===== src/rtl/edge_setup_sequencer.sv =====
// Requester for a shared edge_function unit: runs the three barycentric edge jobs
// for one sample point, collects w0..w2 and derives the coverage flag.
module edge_setup_sequencer #(
  parameter int TIMEOUT_CYCLES = 1024,
  parameter bit INCLUSIVE_ZERO = 1'b1
) (
  input  logic             clk,
  input  logic             reset_i,
  input  logic             start_strobe_i,
  input  logic [1:0][31:0] v0_i,
  input  logic [1:0][31:0] v1_i,
  input  logic [1:0][31:0] v2_i,
  input  logic [1:0][31:0] p_i,
  output logic             busy_o,
  output logic [1:0][31:0] ef_a_o,
  output logic [1:0][31:0] ef_b_o,
  output logic [1:0][31:0] ef_c_o,
  output logic             ef_exec_strobe_o,
  input  logic [31:0]      ef_z_i,
  input  logic             ef_done_strobe_i,
  output logic [31:0]      w0_o,
  output logic [31:0]      w1_o,
  output logic [31:0]      w2_o,
  output logic             inside_o,
  output logic             error_o,
  output logic             done_strobe_o
);

  localparam int CW = $clog2(TIMEOUT_CYCLES + 1);
  localparam logic [CW-1:0] TMO_LAST = CW'(TIMEOUT_CYCLES - 1);

  typedef enum logic [2:0] {IDLE, ISSUE, WAIT, NEXT, FINISH} state_t;

  state_t                 state;
  logic [1:0]             job;
  logic [CW-1:0]          tmo_cnt;
  logic [2:0][1:0][31:0]  vtx;
  logic [2:0][31:0]       w_q;
  logic [2:0]             nneg, npos;
  logic                   inside_calc;

  assign w0_o = w_q[0];
  assign w1_o = w_q[1];
  assign w2_o = w_q[2];

  // Sign test on raw bits: magnitude zero is "zero" regardless of sign bit.
  always_comb begin
    nneg = '0;
    npos = '0;
    for (int i = 0; i < 3; i++) begin
      nneg[i] = (~w_q[i][31] & (|w_q[i][30:0])) | (~(|w_q[i][30:0]) & INCLUSIVE_ZERO);
      npos[i] = ( w_q[i][31] & (|w_q[i][30:0])) | (~(|w_q[i][30:0]) & INCLUSIVE_ZERO);
    end
    inside_calc = ~error_o & ((&nneg) | (&npos));
  end

  always_ff @(posedge clk) begin
    if (reset_i) begin
      state            <= IDLE;
      job              <= '0;
      tmo_cnt          <= '0;
      vtx              <= '0;
      w_q              <= '0;
      ef_a_o           <= '0;
      ef_b_o           <= '0;
      ef_c_o           <= '0;
      ef_exec_strobe_o <= 1'b0;
      busy_o           <= 1'b0;
      inside_o         <= 1'b0;
      error_o          <= 1'b0;
      done_strobe_o    <= 1'b0;
    end else begin
      ef_exec_strobe_o <= 1'b0;
      done_strobe_o    <= 1'b0;
      case (state)
        IDLE: if (start_strobe_i) begin
          vtx              <= {v2_i, v1_i, v0_i};
          // job0 operands come straight from the ports so exec fires in ISSUE
          ef_a_o           <= v1_i;
          ef_b_o           <= v2_i;
          ef_c_o           <= p_i;
          ef_exec_strobe_o <= 1'b1;
          job              <= 2'd0;
          busy_o           <= 1'b1;
          w_q              <= '0;
          inside_o         <= 1'b0;
          error_o          <= 1'b0;
          state            <= ISSUE;
        end
        ISSUE: begin
          tmo_cnt <= '0;
          state   <= WAIT;
        end
        WAIT: begin
          if (ef_done_strobe_i) begin
            w_q[job] <= ef_z_i;
            state    <= NEXT;
          end else if (tmo_cnt == TMO_LAST) begin
            error_o <= 1'b1;
            state   <= FINISH;
          end else begin
            tmo_cnt <= tmo_cnt + CW'(1);
          end
        end
        NEXT: begin
          if (job == 2'd2) begin
            state <= FINISH;
          end else begin
            job              <= job + 2'd1;
            ef_exec_strobe_o <= 1'b1;
            state            <= ISSUE;
            if (job == 2'd0) begin
              ef_a_o <= vtx[2];
              ef_b_o <= vtx[0];
            end else begin
              ef_a_o <= vtx[0];
              ef_b_o <= vtx[1];
            end
          end
        end
        FINISH: begin
          inside_o      <= inside_calc;
          done_strobe_o <= 1'b1;
          busy_o        <= 1'b0;
          state         <= IDLE;
        end
        default: state <= IDLE;
      endcase
    end
  end

endmodule


===== config.mk =====
export PLATFORM = sky130hd
export DESIGN_NAME = edge_setup_sequencer
export DESIGN_NICKNAME = d
export VERILOG_FILES = /design/src/rtl/edge_setup_sequencer.sv
export SDC_FILE = /design/constraint.sdc
export NUM_CORES = 1
export LEC_CHECK = 0
export ABC_AREA = 0
export CAP_MARGIN = 15
export CORE_AREA = 4 4 223 225
export CTS_BUF_LIST = sky130_fd_sc_hd__clkbuf_4 sky130_fd_sc_hd__clkbuf_8
export DETAILED_ROUTE_END_ITERATION = 8
export DIE_AREA = 0 0 227 229
export GPL_TIMING_DRIVEN = 0
export PLACE_DENSITY = 0.72
export REMOVE_ABC_BUFFERS = 1
export SYNTH_ARGS = -nofsm -noshare
export SYNTH_HDL_FRONTEND = slang
export SYNTH_SLANG_ARGS = --single-unit

===== constraint.sdc =====
create_clock -name clk -period 3.2 [get_ports clk]
set_input_delay 0.64 -clock clk [delete_from_list [all_inputs] [get_ports clk]]
set_output_delay 0.64 -clock clk [all_outputs]
set_load 0.02 [all_outputs]

==> metrics.cfg, run 1 <==
[placement]
io_buffers = 584
gp_congestion = 0.866
hpwlAfterDp_um = 46200
place_area_um2 = 26600
placedCellCount = 3490

[power_and_ir_drop]
p_sw_frac = 0.275
leakage_nw = 10.8
ir_drop_v = 0.000421
pwr-share-comb = 0.175
p_switching_mw = 4.34
p_int_mw = 11.4
pwr-share-clk = 0.387
p_seq_frac = 0.438
p_per_area_nw_per_um2 = 553

[worst_setup_path]
worstPathCellList = nand2_1, or2_1, a21oi_4, buf_16, buf_12, o211ai_1, a21oi_1
cp_num_cells = 7
crit_path_start_kind = flop
endpoint_kind = flop
crit_type = reg -> reg
reg2reg_depth = 7
critPathMaxFanout = 32
crit_family = compound AO/OA/AOI/OAI gates
crit_arrival_ps = 3300
critical_path.slowest_cell = a21oi_4
path_buf_inv = 2
worst_path_largest_cell_delay_ps = 700
required_ps = 3780

[synthesis]
async_flop_share = 0
avgSynthCellArea_um2 = 8.15
synth_ff_type = dfxtp_1
synth_top_area_cell = dfxtp_1
syn_area_um2 = 20000
yosysSeqAreaShare = 0.500
netlist_top_cells_area = dfxtp_1 50%, nand2_1 15%, a21oi_1 9.9%, mux2i_1 6.4%, o211ai_1 4.8%
synthCells = 2459
yosys.cell_types.count = 47
ys_warn_count = 0
synth_edf_count = 0
synth-seq-cells = 501
yosysTopAreaCellShare = 0.500

[global_routing]
antenna_found_initial = 8
overflow = 0
grt_max_degree = 158
first_global_vias = 19100
grt_pass1_wl_um = 102000
grt_usage = 0.241

[clock_network]
post_cts.repair.setup_buffers = 0
insertion_delay_ps = 680
cts_sinks = 501
cts_buffers = 87
cts_htree_levels = 3
clk_pin_slew_ps = 60
postCtsHoldBufs = 0
cts_tree = yes
cts.path.max_buffers = 3
root_buffer = clkbuf_8
cts_resized = 0

[floorplanning]
num_rows = 80
die_y_um = 229
start_util = 0.421
ios = 585
dieWidth_um = 227
dieArea_um2 = 52000
core_um2 = 47500

[drt]
vias = 19300
detail_route.iter0.violations = 1159
wl_um = 65600
vias_per_cell = 5.30
drc = 0
firstDrtPassIters = 5
avgRoutedWirePerCell_um = 18.0
drtAntennaViolNets = 0

[layout]
nNetsFinal = 3261
fin_area_um2 = 28500
layout-drive-gt1-share = 0.0681
finalNonFillerCells = 3647
n_fill_cell = 4098
syn_to_final_growth_pct = 42.0
seqCellArea_um2 = 10000
multi_input_comb_area_um2 = 9130

[timing]
fmax_mhz = 368
relSlewSlack = 0.364
max_slew.worst_pin.slew_ps = 950
period_share = 0.850
setup-violations-final = 0
final-hold-violation-count = 0
finClkSkew_ps = 30.7
drv_slew = 0
layout_min_cycle_time_ps = 2720
rsz0062_at_grt = no

[worst_hold_path]
hold_path_class = in -> reg
holdPathStages = 2

[flow_run]
drv_cap = 0

[status]
status = complete, no violations

## worst reg2reg max path, stage by stage, from the launching register on
cell      delay, ps
dfxtp_1         620
nand2_1         190
or2_1           310
a21oi_4         700
buf_16          270
buf_12          220
o211ai_1        170
a21oi_1         140
## power by group through the flow
stage | combinational [mW] | sequential [mW] | clock [mW]
floorplan | 1.12 | 7.25 | 0
global placement | 2.89 | 7.02 | 0
detailed placement | 2.75 | 7.02 | 0
CTS | 2.76 | 6.89 | 6.24
global route | 2.99 | 6.94 | 6.50
finish | 2.76 | 6.89 | 6.10
## area by class of cell
type                    count  share of cell area
repair buffers            626               0.234
inverters                   5            0.000660
diodes                      8            0.000704
multi-input cells        1744               0.321
clock inverters             8             0.00281
flip-flops and latches    501               0.352
clock buffers             140              0.0613
well taps                 615              0.0270
## state kept, by name, summed over array words and instances (netlist names)
| signal | count |
|---|---|
| busy_o | 1 |
| done_strobe_o | 1 |
| ef_a_o | 64 |
| ef_b_o | 64 |
| ef_c_o | 64 |
| ef_exec_strobe_o | 1 |
| error_o | 1 |
| inside_o | 1 |
| job | 2 |
| state | 3 |
| tmo_cnt | 11 |
| vtx | 192 |
| w0_o | 32 |
| w1_o | 32 |
| w2_o | 32 |
## through the flow
| stage | power (mW) | TNS, ps | hold slack [ps] | util | setup WS (ps) |
|---|---|---|---|---|---|
| 6_report | 15.7 | 0 | 390 | 0.599 | 480 |
| 3_5_place_dp | 9.77 | -3840 | 445 | 0.560 | -220 |
| 5_1_grt | 16.4 | 0 | 360 | 0.598 | 335 |
| 3_3_place_gp | 9.90 | -7149290 | 426 | 0.541 | -16970 |
| 2_1_floorplan | 8.37 | -3237690 | 417 | - | -8740 |
| 4_1_cts | 15.9 | 0 | 322 | 0.598 | 158 |
## worst paths after layout
kind                     from           to  slack, ps
setup / recovery     state[0]   ef_a_o[10]        480
hold / removal        reset_i     w1_o[13]        390
setup reg to reg     state[0]   ef_a_o[10]        480
hold reg to reg   tmo_cnt[10]  tmo_cnt[10]        450
## cells in the mapped netlist, types with 7 or more instances
library cell  count
nor2_1          110
a21oi_1         395
dfxtp_1         501
nand3_1           7
clkbuf_1        115
nor4_1           21
xnor2_1           7
nand2_1         780
a22oi_1          96
mux2i_1         129
buf_4            12
nor3_1            9
o211ai_1        128
buf_2            76
## kinds of logic after synthesis
group	share of synthesized area
AND/OR/NAND/NOR	0.189
AO/OA/AOI/OAI	0.192
flip-flops	0.500
buffers and inverters	0.0471
multiplexers	0.0644
XOR/XNOR	0.00393
adder cells (fa/ha/maj)	0.00250
## placed cells by master (no fill, tap or decap), types with 8 or more instances in the layout
master	count
buf_6	12
nand2_1	780
clkdlybuf4s50_1	583
clkbuf_4	29
buf_16	16
diode_2	8
clkbuf_8	111
o211ai_1	128
dfxtp_1	501
a21oi_1	395
nor3_1	9
a22oi_1	96
nor2_1	110
mux2i_1	129
nor4_1	21
## layer usage
metal,vias to the layer above,track usage,part of all wire
met5,-,0,0
met4,0,0.0853,0.031
met3,123,0.0800,0.083
met2,622,0.416,0.50
met1,9174,0.279,0.39
li1,9421,-,-
(Power assumes the default switching activity.)
==> inputs of run 2 (changes only) <==
- CORE_AREA: 4 4 223 225 -> 4 4 225 227
- DIE_AREA: 0 0 227 229 -> 0 0 229 231
- PLACE_DENSITY: 0.72 -> 0.74
- clock period: 3.2 -> 2.2 ns (I/O delays scaled with it)
==> metrics.cfg, run 2 (synthesized netlist as in run 1, its figures left out) <==
[drt]
drtAntennaViolNets = 0  ; unchanged
vias = 19900  ; +3.1%
detail_route.iter0.violations = 1271  ; +9.7%
firstDrtPassIters = 5  ; unchanged
vias_per_cell = 5.41  ; +2.1%
wl_um = 70200  ; +7.0%
avgRoutedWirePerCell_um = 19.1  ; +6.0%
drc = 0  ; unchanged

[floorplanning]
dieWidth_um = 229  ; +0.88%
num_rows = 81  ; +1.3%
dieArea_um2 = 52900  ; +1.8%
ios = 585  ; unchanged
start_util = 0.412  ; -0.00954
die_y_um = 231  ; +0.87%
core_um2 = 48600  ; +2.3%

[power_and_ir_drop]
ir_drop_v = 0.000443  ; +5.3%
p_per_area_nw_per_um2 = 797  ; +44%
leakage_nw = 11.2  ; +3.1%
power_mw = 22.9  ; +46%

[global_routing]
grt_usage = 0.249  ; +0.00824
overflow = 0  ; unchanged
grt_pass1_wl_um = 108000  ; +5.1%
first_global_vias = 19700  ; +2.8%
grt_max_degree = 149  ; -5.7%
antenna_found_initial = 8  ; unchanged

[worst_setup_path]
worstPathCellList = clkdlybuf4s50_1
crit_arrival_ps = 1700  ; -1600 ps
crit_type = reg -> out
cp-startpoint = w2_o[29]
r2r_start = state[1]
worst_path_largest_cell_delay_ps = 680  ; -20 ps
crit_family = buffers and inverters
crit_path_start_kind = flop
path_buf_inv = 1  ; -1
required_ps = 1760  ; -2020 ps
endpoint_kind = output pin
critical_path.slowest_cell = clkdlybuf4s50_1
critPathMaxFanout = 3  ; -91%
ff2ff_setup_slack_ps = 70  ; -410 ps

[clock_network]
insertion_delay_ps = 660  ; -20 ps
cts_tree = yes
postCtsHoldBufs = 0  ; unchanged
cts_htree_levels = 3  ; unchanged
cts_buffers = 86  ; -1.1%
cts_sinks = 501  ; unchanged
root_buffer = clkbuf_8
clk_pin_slew_ps = 60  ; about the same
cts.path.max_buffers = 3  ; unchanged

[timing]
setup-violations-final = 0  ; unchanged
hold_slack_ps = 150  ; -240 ps
period_share = 0.971
rsz0062_at_grt = yes
fmax_mhz = 468
finClkSkew_ps = 31.6  ; +0.876 ps
max_slew.worst_pin.slew_ps = 900  ; -50.5 ps
drv_slew = 0  ; unchanged
layout_min_cycle_time_ps = 2140
final-hold-violation-count = 0  ; unchanged
relSlewSlack = 0.400  ; +0.0360

[placement]
gp_congestion = 0.852  ; -1.7%
io_buffers = 584  ; unchanged
hpwlAfterDp_um = 46700  ; +1.1%

[worst_hold_path]
hold_path_class = in -> reg
min_from = reset_i

[layout]
layout-drive-gt1-share = 0.0805  ; +0.0124
largest_reg_flops = 192  ; unchanged
largest-register = vtx
nNetsFinal = 3292  ; +0.95%
final_cell_mix = 779 x nand2_1, 560 x clkdlybuf4s50_1, 498 x dfxtp_1
final_common_cell = nand2_1
syn_to_final_growth_pct = 43.6

[status]
status = complete, no violations

[flow_run]
drv_cap = 0  ; unchanged

-- run 2: changes by cell type in the layout (fill, tap and decap cells not counted), sizes merged --
cell	before	now
dlygate4sd2	0	19
a21oi	396	397
clkdlybuf4s50	583	560
clkinv	3	12
buf	43	67
or2	2	4
bufinv	1	0
diode	8	4
a21o	2	4
o21ai	8	9
clkbuf	140	134
dlymetal6s2s	0	4
-- run 2: final cells by class --
class,instances,area (µm²)
clock buffer,132,1700
antenna,4,10.0
inverter,5,18.8
timing repair buffer,652,6900
sequential,501,10000
multi-input combinational,1750,9240
tap,622,778
fill,4170,19900
clock inverter,16,92.6
-- run 2: path summary, 6_finish.rpt --
| path | to | depth (start not counted) |
|---|---|---|
| worst min-delay path | w0_o[18] | 2 |
| worst min register to register | ef_b_o[15] | 2 |
| worst max register to register | vtx[53] | 9 |
| worst max-delay path | w2_o[29] | 1 |
-- run 2: metal layers --
metal / part of all wire / up-vias / GRT usage
met5: 0.00038 / - / 0
met4: 0.031 / 4 / 0.0945
met3: 0.086 / 140 / 0.0814
met2: 0.49 / 756 / 0.430
met1: 0.39 / 9546 / 0.288
li1: - / 9489 / -
-- run 2: repair_timing --
item / CTS / global route
buffers inserted: 9 / 20
gates resized for setup: 30 / 22
endpoints found under the setup margin: 443 / 231
pin swaps: 5 / 3
cloned: 5 / 3
-- run 2: power breakdown --
part	leakage, nW	internal [mW]	switching, mW
Combinational	6.11	1.87	2.33
Clock	0.959	4.92	3.77
Sequential	4.10	9.68	0.354
-- run 2: stage by stage --
| step | cell area, µm² | util | worst slack, ps | instances | setup TNS (ps) |
|---|---|---|---|---|---|
| 2_1_floorplan | 19100 | - | -9570 | 2250 | -3661320 |
| 3_3_place_gp | 25700 | 0.529 | -17330 | 3456 | -7435630 |
| 3_5_place_dp | 26600 | 0.547 | -1070 | 3496 | -223250 |
| 4_1_cts | 28500 | 0.586 | 0.991 | 3657 | 0 |
| 5_1_grt | 28800 | 0.592 | -9.22 | 3681 | -11.7 |
| 6_report | 28800 | 0.592 | 64.3 | 3682 | 0 |
